==> config.mk <==
export PLATFORM = sky130hd
export DESIGN_NAME = cis_frame_sequencer
export DESIGN_NICKNAME = d
export VERILOG_FILES = /design/src/rtl/cis_frame_sequencer.sv
export SDC_FILE = /design/constraint.sdc
export NUM_CORES = 2
export LEC_CHECK = 0
export BUFFER_PORTS_ARGS = -buffer_cell sky130_fd_sc_hd__buf_2
export CAP_MARGIN = 20
export CORE_AREA = 3 3 539 541
export CTS_CLUSTER_DIAMETER = 40
export DETAILED_ROUTE_END_ITERATION = 10
export DIE_AREA = 0 0 542 544
export PLACE_DENSITY_LB_ADDON = 0.05
export SYNTH_ARGS = -nofsm -noshare
export SYNTH_HDL_FRONTEND = slang
export SYNTH_SLANG_ARGS = --single-unit
==> constraint.sdc <==
create_clock -name clk -period 69.5 [get_ports clk]
set_clock_uncertainty 0.05 [all_clocks]
set_input_delay 6.95 -clock clk [delete_from_list [all_inputs] [get_ports clk]]
set_output_delay 6.95 -clock clk [all_outputs]
set_load 0.01 [all_outputs]
==> src/rtl/cis_frame_sequencer.sv <==
`default_nettype none
// ============================================================================
// Module      : cis_frame_sequencer
// Description : Multi-row CIS/FE/ADC control-line sequencer driven by four
//               runtime-length bit-serial patterns with skip repetition.
// Revision    : 1.0 - initial release
// ============================================================================
module cis_frame_sequencer #(
    parameter int NUM_SIGNALS     = 10,
    parameter int MAX_PATTERN_LEN = 32,
    parameter int LEN_W           = $clog2(MAX_PATTERN_LEN)
) (
    input  logic                                      clk,
    input  logic                                      reset,
    input  logic [9:0]                                clk_div,
    input  logic                                      integration,
    input  logic                                      abort,
    input  logic [LEN_W-1:0]                          len_reset,
    input  logic [LEN_W-1:0]                          len_integ,
    input  logic [LEN_W-1:0]                          len_row,
    input  logic [LEN_W-1:0]                          len_skip,
    input  logic [15:0]                               num_rows,
    input  logic [15:0]                               skip_samples,
    input  logic [NUM_SIGNALS-1:0]                    pattern_idle,
    input  logic [NUM_SIGNALS-1:0][MAX_PATTERN_LEN-1:0] pattern_ccd_reset,
    input  logic [NUM_SIGNALS-1:0][MAX_PATTERN_LEN-1:0] pattern_integration,
    input  logic [NUM_SIGNALS-1:0][MAX_PATTERN_LEN-1:0] pattern_row,
    input  logic [NUM_SIGNALS-1:0][MAX_PATTERN_LEN-1:0] pattern_skipping,
    output logic [NUM_SIGNALS-1:0]                    signal,
    output logic                                      busy,
    output logic [2:0]                                phase,
    output logic [15:0]                               row_idx,
    output logic [15:0]                               skip_idx,
    output logic                                      row_done,
    output logic                                      frame_done
);

    localparam logic [2:0] c_ST_IDLE  = 3'd0;
    localparam logic [2:0] c_ST_CCD   = 3'd1;
    localparam logic [2:0] c_ST_INTEG = 3'd2;
    localparam logic [2:0] c_ST_ROW   = 3'd3;
    localparam logic [2:0] c_ST_SKIP  = 3'd4;

    // Selects bit idx of every signal's pattern to form one output column.
    function automatic logic [NUM_SIGNALS-1:0] f_col(
        input logic [NUM_SIGNALS-1:0][MAX_PATTERN_LEN-1:0] pat,
        input logic [LEN_W-1:0]                            idx
    );
        logic [NUM_SIGNALS-1:0] v;
        for (int s = 0; s < NUM_SIGNALS; s++) begin
            v[s] = pat[s][idx];
        end
        return v;
    endfunction

    logic [9:0]             r_div_cnt;
    logic                   r_tick;

    logic [LEN_W-1:0]       r_len_reset, r_len_integ, r_len_row, r_len_skip;
    logic [15:0]            r_num_rows, r_skip_samples;
    logic [NUM_SIGNALS-1:0][MAX_PATTERN_LEN-1:0] r_pat_ccd, r_pat_integ, r_pat_row, r_pat_skip;

    logic [2:0]             r_state, w_state;
    logic [LEN_W-1:0]       r_bit, w_bit;
    logic [LEN_W-1:0]       w_bit_dec;
    logic [NUM_SIGNALS-1:0] r_signal, w_signal;
    logic [15:0]            r_row_idx, w_row_idx;
    logic [15:0]            r_skip_idx, w_skip_idx;
    logic                   r_row_done, w_row_done;
    logic                   r_frame_done, w_frame_done;
    logic                   w_latch;

    // Free-running divider; a clk_div change is only compared against, so it lands at the next wrap.
    always_ff @(posedge clk or posedge reset) begin
        if (reset) begin
            r_div_cnt <= '0;
            r_tick    <= 1'b0;
        end else if (r_div_cnt == clk_div) begin
            r_div_cnt <= '0;
            r_tick    <= 1'b1;
        end else begin
            r_div_cnt <= r_div_cnt + 10'd1;
            r_tick    <= 1'b0;
        end
    end

    always_ff @(posedge clk or posedge reset) begin
        if (reset) begin
            r_len_reset    <= '0;
            r_len_integ    <= '0;
            r_len_row      <= '0;
            r_len_skip     <= '0;
            r_num_rows     <= '0;
            r_skip_samples <= '0;
            r_pat_ccd      <= '0;
            r_pat_integ    <= '0;
            r_pat_row      <= '0;
            r_pat_skip     <= '0;
        end else if (w_latch) begin
            r_len_reset    <= len_reset;
            r_len_integ    <= len_integ;
            r_len_row      <= len_row;
            r_len_skip     <= len_skip;
            r_num_rows     <= num_rows;
            r_skip_samples <= skip_samples;
            r_pat_ccd      <= pattern_ccd_reset;
            r_pat_integ    <= pattern_integration;
            r_pat_row      <= pattern_row;
            r_pat_skip     <= pattern_skipping;
        end
    end

    always_ff @(posedge clk or posedge reset) begin
        if (reset) begin
            r_state      <= c_ST_IDLE;
            r_bit        <= '0;
            r_signal     <= '0;
            r_row_idx    <= '0;
            r_skip_idx   <= '0;
            r_row_done   <= 1'b0;
            r_frame_done <= 1'b0;
        end else begin
            r_state      <= w_state;
            r_bit        <= w_bit;
            r_signal     <= w_signal;
            r_row_idx    <= w_row_idx;
            r_skip_idx   <= w_skip_idx;
            r_row_done   <= w_row_done;
            r_frame_done <= w_frame_done;
        end
    end

    assign w_bit_dec = r_bit - 1'b1;

    always_comb begin
        w_state      = r_state;
        w_bit        = r_bit;
        w_signal     = r_signal;
        w_row_idx    = r_row_idx;
        w_skip_idx   = r_skip_idx;
        w_row_done   = 1'b0;
        w_frame_done = 1'b0;
        w_latch      = 1'b0;

        if (abort) begin
            w_state    = c_ST_IDLE;
            w_signal   = pattern_idle;
            w_row_idx  = '0;
            w_skip_idx = '0;
        end else if (r_tick) begin
            case (r_state)
                c_ST_IDLE: begin
                    w_signal = pattern_idle;
                    if (integration) begin
                        // Live inputs are used here because the latch only captures them this edge.
                        w_latch  = 1'b1;
                        w_state  = c_ST_CCD;
                        w_bit    = len_reset;
                        w_signal = f_col(pattern_ccd_reset, len_reset);
                    end
                end
                c_ST_CCD: begin
                    if (r_bit == '0) begin
                        w_state  = c_ST_INTEG;
                        w_bit    = r_len_integ;
                        w_signal = f_col(r_pat_integ, r_len_integ);
                    end else begin
                        w_bit    = w_bit_dec;
                        w_signal = f_col(r_pat_ccd, w_bit_dec);
                    end
                end
                c_ST_INTEG: begin
                    if (!integration) begin
                        if (r_bit == '0) begin
                            w_state   = c_ST_ROW;
                            w_row_idx = '0;
                            w_bit     = r_len_row;
                            w_signal  = f_col(r_pat_row, r_len_row);
                        end else begin
                            w_bit    = w_bit_dec;
                            w_signal = f_col(r_pat_integ, w_bit_dec);
                        end
                    end
                end
                c_ST_ROW: begin
                    if (r_bit == '0) begin
                        w_state    = c_ST_SKIP;
                        w_skip_idx = '0;
                        w_bit      = r_len_skip;
                        w_signal   = f_col(r_pat_skip, r_len_skip);
                    end else begin
                        w_bit    = w_bit_dec;
                        w_signal = f_col(r_pat_row, w_bit_dec);
                    end
                end
                c_ST_SKIP: begin
                    if (r_bit != '0) begin
                        w_bit    = w_bit_dec;
                        w_signal = f_col(r_pat_skip, w_bit_dec);
                    end else if (r_skip_idx < r_skip_samples) begin
                        w_skip_idx = r_skip_idx + 16'd1;
                        w_bit      = r_len_skip;
                        w_signal   = f_col(r_pat_skip, r_len_skip);
                    end else begin
                        w_row_done = 1'b1;
                        if (r_row_idx < r_num_rows) begin
                            w_row_idx = r_row_idx + 16'd1;
                            w_state   = c_ST_ROW;
                            w_bit     = r_len_row;
                            w_signal  = f_col(r_pat_row, r_len_row);
                        end else begin
                            w_state      = c_ST_IDLE;
                            w_signal     = pattern_idle;
                            w_frame_done = 1'b1;
                        end
                    end
                end
                default: begin
                    w_state = c_ST_IDLE;
                end
            endcase
        end
    end

    assign signal     = r_signal;
    assign busy       = (r_state != c_ST_IDLE);
    assign phase      = r_state;
    assign row_idx    = r_row_idx;
    assign skip_idx   = r_skip_idx;
    assign row_done   = r_row_done;
    assign frame_done = r_frame_done;

endmodule
`default_nettype wire

# After elaboration in Yosys (flattened, before gate mapping)
# Cells that the tools add are included.
# totals
ff_bits	1390
input_bits	1356
word_cells	318
# classes
n_addsub	4
order_cmp	7
eq_ne	17
mux	221
bitwise_logic	1
reduce_logical	14
# ops
op	n
$bmux 1 s5	80
$mux 16	11
$mux 10	11
$mux 1	96
$pmux 16 s2	2
$pmux 10 s5	1
$mux 5	8
$add 16x1->16 const B	2
$lt 16x16->1	2
$lt 5x6->1 const B	5
$mux 3	9
$ne 3x3->1 const B	9
$pmux 5 s5	1
$pmux 3 s5	1
$add 10x1->10 const B	1
$eq 10x10->1	1
$reduce_bool 5->1	2
$reduce_bool 3->1	3
$reduce_and 8->1	1
$reduce_and 7->1	1
$eq 3x2->1 const B	2
$reduce_and 6->1	1
$reduce_bool 6->1	1
$logic_not 5->1	1
11 further kinds	12

# Logic depth before layout (Yosys ltp)
# depth
ltp_word	8
mapped_depth	18
depth_no_buf	10

# Least setup slack after synthesis
# OpenSTA, ideal clock, no wires.
# synth_path
kind	input -> register
startpoint	input len_reset[0]
endpoint	register r_signal[0] (netlist: signal[0])
setup_time_ns	0.132
arrival_ns	9.014
required_time_ns	69.318
slack_ns	60.304
stages	10
path_cell_list	clkbuf_1 > buf_2 > mux4_2 > mux4_2 > mux2i_1 > a21oi_1 > o22ai_1 > nor2_1 > a21oi_1 > a31oi_1
# synth_between
elab_chain_len	6
# synth_lines
element	line_no	text
start, declared	18	input logic [LEN_W-1:0] len_reset,
$bmux 1 s5	51	v[s] = pat[s][idx];
$mux 1 (not written as such)	51	
$mux 10	154	if (integration) begin
$pmux 10 s5	151	case (r_state)
$mux 10	150	end else if (r_tick) begin
$mux 10	145	if (abort) begin
end signal, assigned	125	r_signal <= w_signal;
end, declared	66	logic [NUM_SIGNALS-1:0] r_signal, w_signal;
# Every way passes these cells. The select of a mux whose other input is x is not followed.
# A chain may end at the register's enable or synchronous reset.

# Final worst setup path
# layout_path
startpoint	input integration
endpoint	register r_pat_integ[159] (netlist name)
# layout_between
elab_chain_len	4
# layout_lines
element	line_no	text
start, declared	16	input logic integration,
$mux 1	154	
$mux 1	151	
$mux 1	150	
$mux 1	145	
end signal, assigned	107	r_pat_integ <= pattern_integration;
end, declared	61	logic [NUM_SIGNALS-1:0][MAX_PATTERN_LEN-1:0] r_pat_ccd, r_pat_integ, r_pat_row, r_pat_skip;
# Every way passes these cells.

==> impl_metrics.tcl <==
set metrics [dict create \
    path_max_fanout 158 \
    finalCriticalPeriod_ns 10.98 \
    r2r_start "r_bit[0]" \
    worstMarginPinSlew_ns 1.27 \
    postCtsSetupBuffers 0 \
    nets 8039 \
    synth_enable_flop_cells 0 \
    ys_seq_elements 1390 \
    hold_ws_ns 0.448 \
    drive_above_1_share_pct 59.9 \
    cts_tree "yes" \
    tns_ns 0 \
    critPathKind "in2reg" \
    cts_hold_buf 0 \
    power_leakage_nw 45.1 \
    critPathArrivalTime_ns 11.69 \
    final_hold_viol_count 0 \
    synth_nets 6579 \
    synth-main-ff-cell "dfrtp_1" \
    htreeDepth 5 \
    hold_depth 1 \
    slew_headroom_pct 15.5 \
    n_fill_cell 28400 \
    dp_worst_setup_slack_ns 57.60 \
    clock_latency_ns 0.92 \
    reg2reg_depth 11 \
    ctsRootBufferMaster "clkbuf_16" \
    row_count 196 \
    post_cts_resized 0 \
    portBuffers 1403 \
    crit_required_ns 70.21 \
    rsz0062_at_grt "no" \
    synth_area_leaders "dfrtp_1, mux4_2, mux2_2" \
    end_kind "flip-flop" \
    fmax_mhz 91.1 \
    drc 0 \
    netlist.area_leader.share_pct 46.5 \
    holdPathEnd "r_pat_ccd[317]" \
    routedWlPerCell_um 34.5 \
    synth.largest_area_cell "dfrtp_1" \
    syn_area_um2 74800 \
    grt_overflow 0 \
    ios 1404 \
    core-area_um2 285000 \
    ys_async_sr_fraction_pct 100 \
    maxCapViolCount 0 \
    drtPass1Iterations 7 \
    fin_area_um2 98700 \
    place_congestion 0.832 \
    drv_slew 0 \
    seq_area_um2 34800 \
    regToRegSetupSlack_ns 63.15 \
    first_iter_violations 3749 \
    yosysMostFrequentCell "dfrtp_1" \
    status "complete, no violations" \
    final_antenna_net_count 0 \
    initial_utilization_pct 26.2 \
    cts_buffer_depth 4 \
    ys_warn_count 0 \
    synth_cell_types 81 \
    finalWorstSetupSlack_ns 58.52 \
    multi_input_area_um2 37900 \
    ir_worst_vdd_v 0.0000225 \
    cts-buffers-inserted 358 \
    power_density_nw_per_um2 29.2 \
    setup_viol 0 \
    p_total_mw 2.88 \
    dpl_cell_area_um2 85700 \
    routed_wirelength_um 374000 \
    die_y_um 544 \
    die_w_um 542 \
    viasPerCell 5.22 \
    grt_max_degree 159 \
    hp-start "r_pat_ccd[317]" \
    min_path_type "reg2reg" \
    hpwl_um 279000 \
    grt_pass1_wl_um 508000 \
    grt_antenna_before_repair 492 \
    avgSynthCellArea_um2 14.4 \
    post-route-period-util_pct 15.8 \
    area_growth_pct 31.9 \
    die_area_um2 295000 \
    r2r_end "signal[3]" \
    clk_pin_slew_worst_paths_ns 0.04 \
    synth-seq-area-share_pct 46.5 \
    synth_cells 5189 \
    grt_usage_pct 24.6 \
    synthTopCellsByCount "dfrtp_1, mux2_2, mux4_2" \
    cts_sinks 1390 \
    vias 56600 \
    cp-start-kind "input pin" \
    grt_pass1_vias 59300 \
]
==> layer usage <==
metal  global-route usage (%)  vias to the layer above  part of all wire (%)
met5                        0                        -                  0.43
met4                     6.97                      256                   3.0
met3                     8.05                     1052                   8.2
met2                     41.6                     2488                    49
met1                     30.0                    29600                    39
li1                         -                    23300                     -
==> final cells by class <==
class,count,share of cell area [%]
antenna,133,0.337
clock buffer,478,10.2
clock inverter,180,2.54
inverter,51,0.202
multi-input combinational,3329,38.4
sequential,1390,35.3
tap,3762,4.77
timing repair buffer,1519,8.20
==> registers in the layout, summed over array words and instances, names as in the netlist <==
signal	flops
r_skip_samples	16
r_tick	1
skip_idx	16
frame_done	1
r_len_integ	5
r_len_row	5
r_pat_skip	320
row_idx	16
r_len_skip	5
r_div_cnt	10
signal	10
r_bit	5
row_done	1
r_pat_row	320
r_pat_ccd	320
r_pat_integ	320
r_num_rows	16
phase	3
==> cell usage in the layout (no fill, tap or decap), drive strengths merged, types with 11 or more instances in the layout <==
cell	count
a211oi	20
a21oi	112
a221oi	18
a22oi	19
a31oi	41
and2	16
and3	35
buf	1518
bufinv	42
clkbuf	479
clkinv	93
clkinvlp	32
dfrtp	1390
diode	133
ha	34
inv	64
mux2	1311
mux2i	85
mux4	679
nand2	384
nand2b	14
nand3	99
nand4	21
nor2	111
nor2b	11
nor3	17
o211ai	17
o21ai	98
o22ai	35
o32ai	11
or3	15
xnor2	16
==> metrics by stage <==
step,utilization [%],instances
after floorplan,-,5189
after detailed placement,30.0,10000
after global routing,34.5,10800
after global placement,30.0,10000
after CTS,34.4,10700
final,34.6,10800
==> worst max-delay path, stage by stage <==
cell	delay, ns
buf_2	0.44
nand2_1	0.15
nor3_2	0.15
buf_4	0.76
buf_12	0.71
buf_12	0.72
buf_4	0.88
mux2_2	0.41
==> worst max path at each step <==
stage                            from          endpoint  slack [ns]  cells past startpoint
after floorplan                 reset        frame_done       23.31                      1
after global placement    integration     r_pat_ccd[70]       57.61                      8
after detailed placement  integration     r_pat_ccd[64]       57.60                      8
after CTS                 integration    r_pat_ccd[219]       58.58                      8
after global routing      integration  r_pat_integ[223]       58.30                      8
final                     integration  r_pat_integ[159]       58.52                      8
==> logic make-up (layout without fill, tap and decap cells) <==
| group | after synthesis | in the layout | share of synthesized area (%) |
|---|---|---|---|
| muxes | 2075 | 2075 | 41.3 |
| DFF | 1390 | 1390 | 46.5 |
| and+or+nand+nor | 750 | 750 | 4.49 |
| buffers and inverters | 470 | 2228 | 2.98 |
| AOI/OAI and AO/OA | 446 | 446 | 3.84 |
| adders and majority gates | 34 | 34 | 0.569 |
| xor gates and xnor gates | 24 | 24 | 0.281 |
| other | 0 | 133 | 0 |
==> where the power goes <==
part           switching [mW]  internal, mW  total [mW]
clock                   0.558          1.18        1.73
sequential             0.0194         0.830       0.850
combinational           0.190         0.106       0.296
total                   0.768          2.11        2.88
Power figures use the tool's default switching activity.
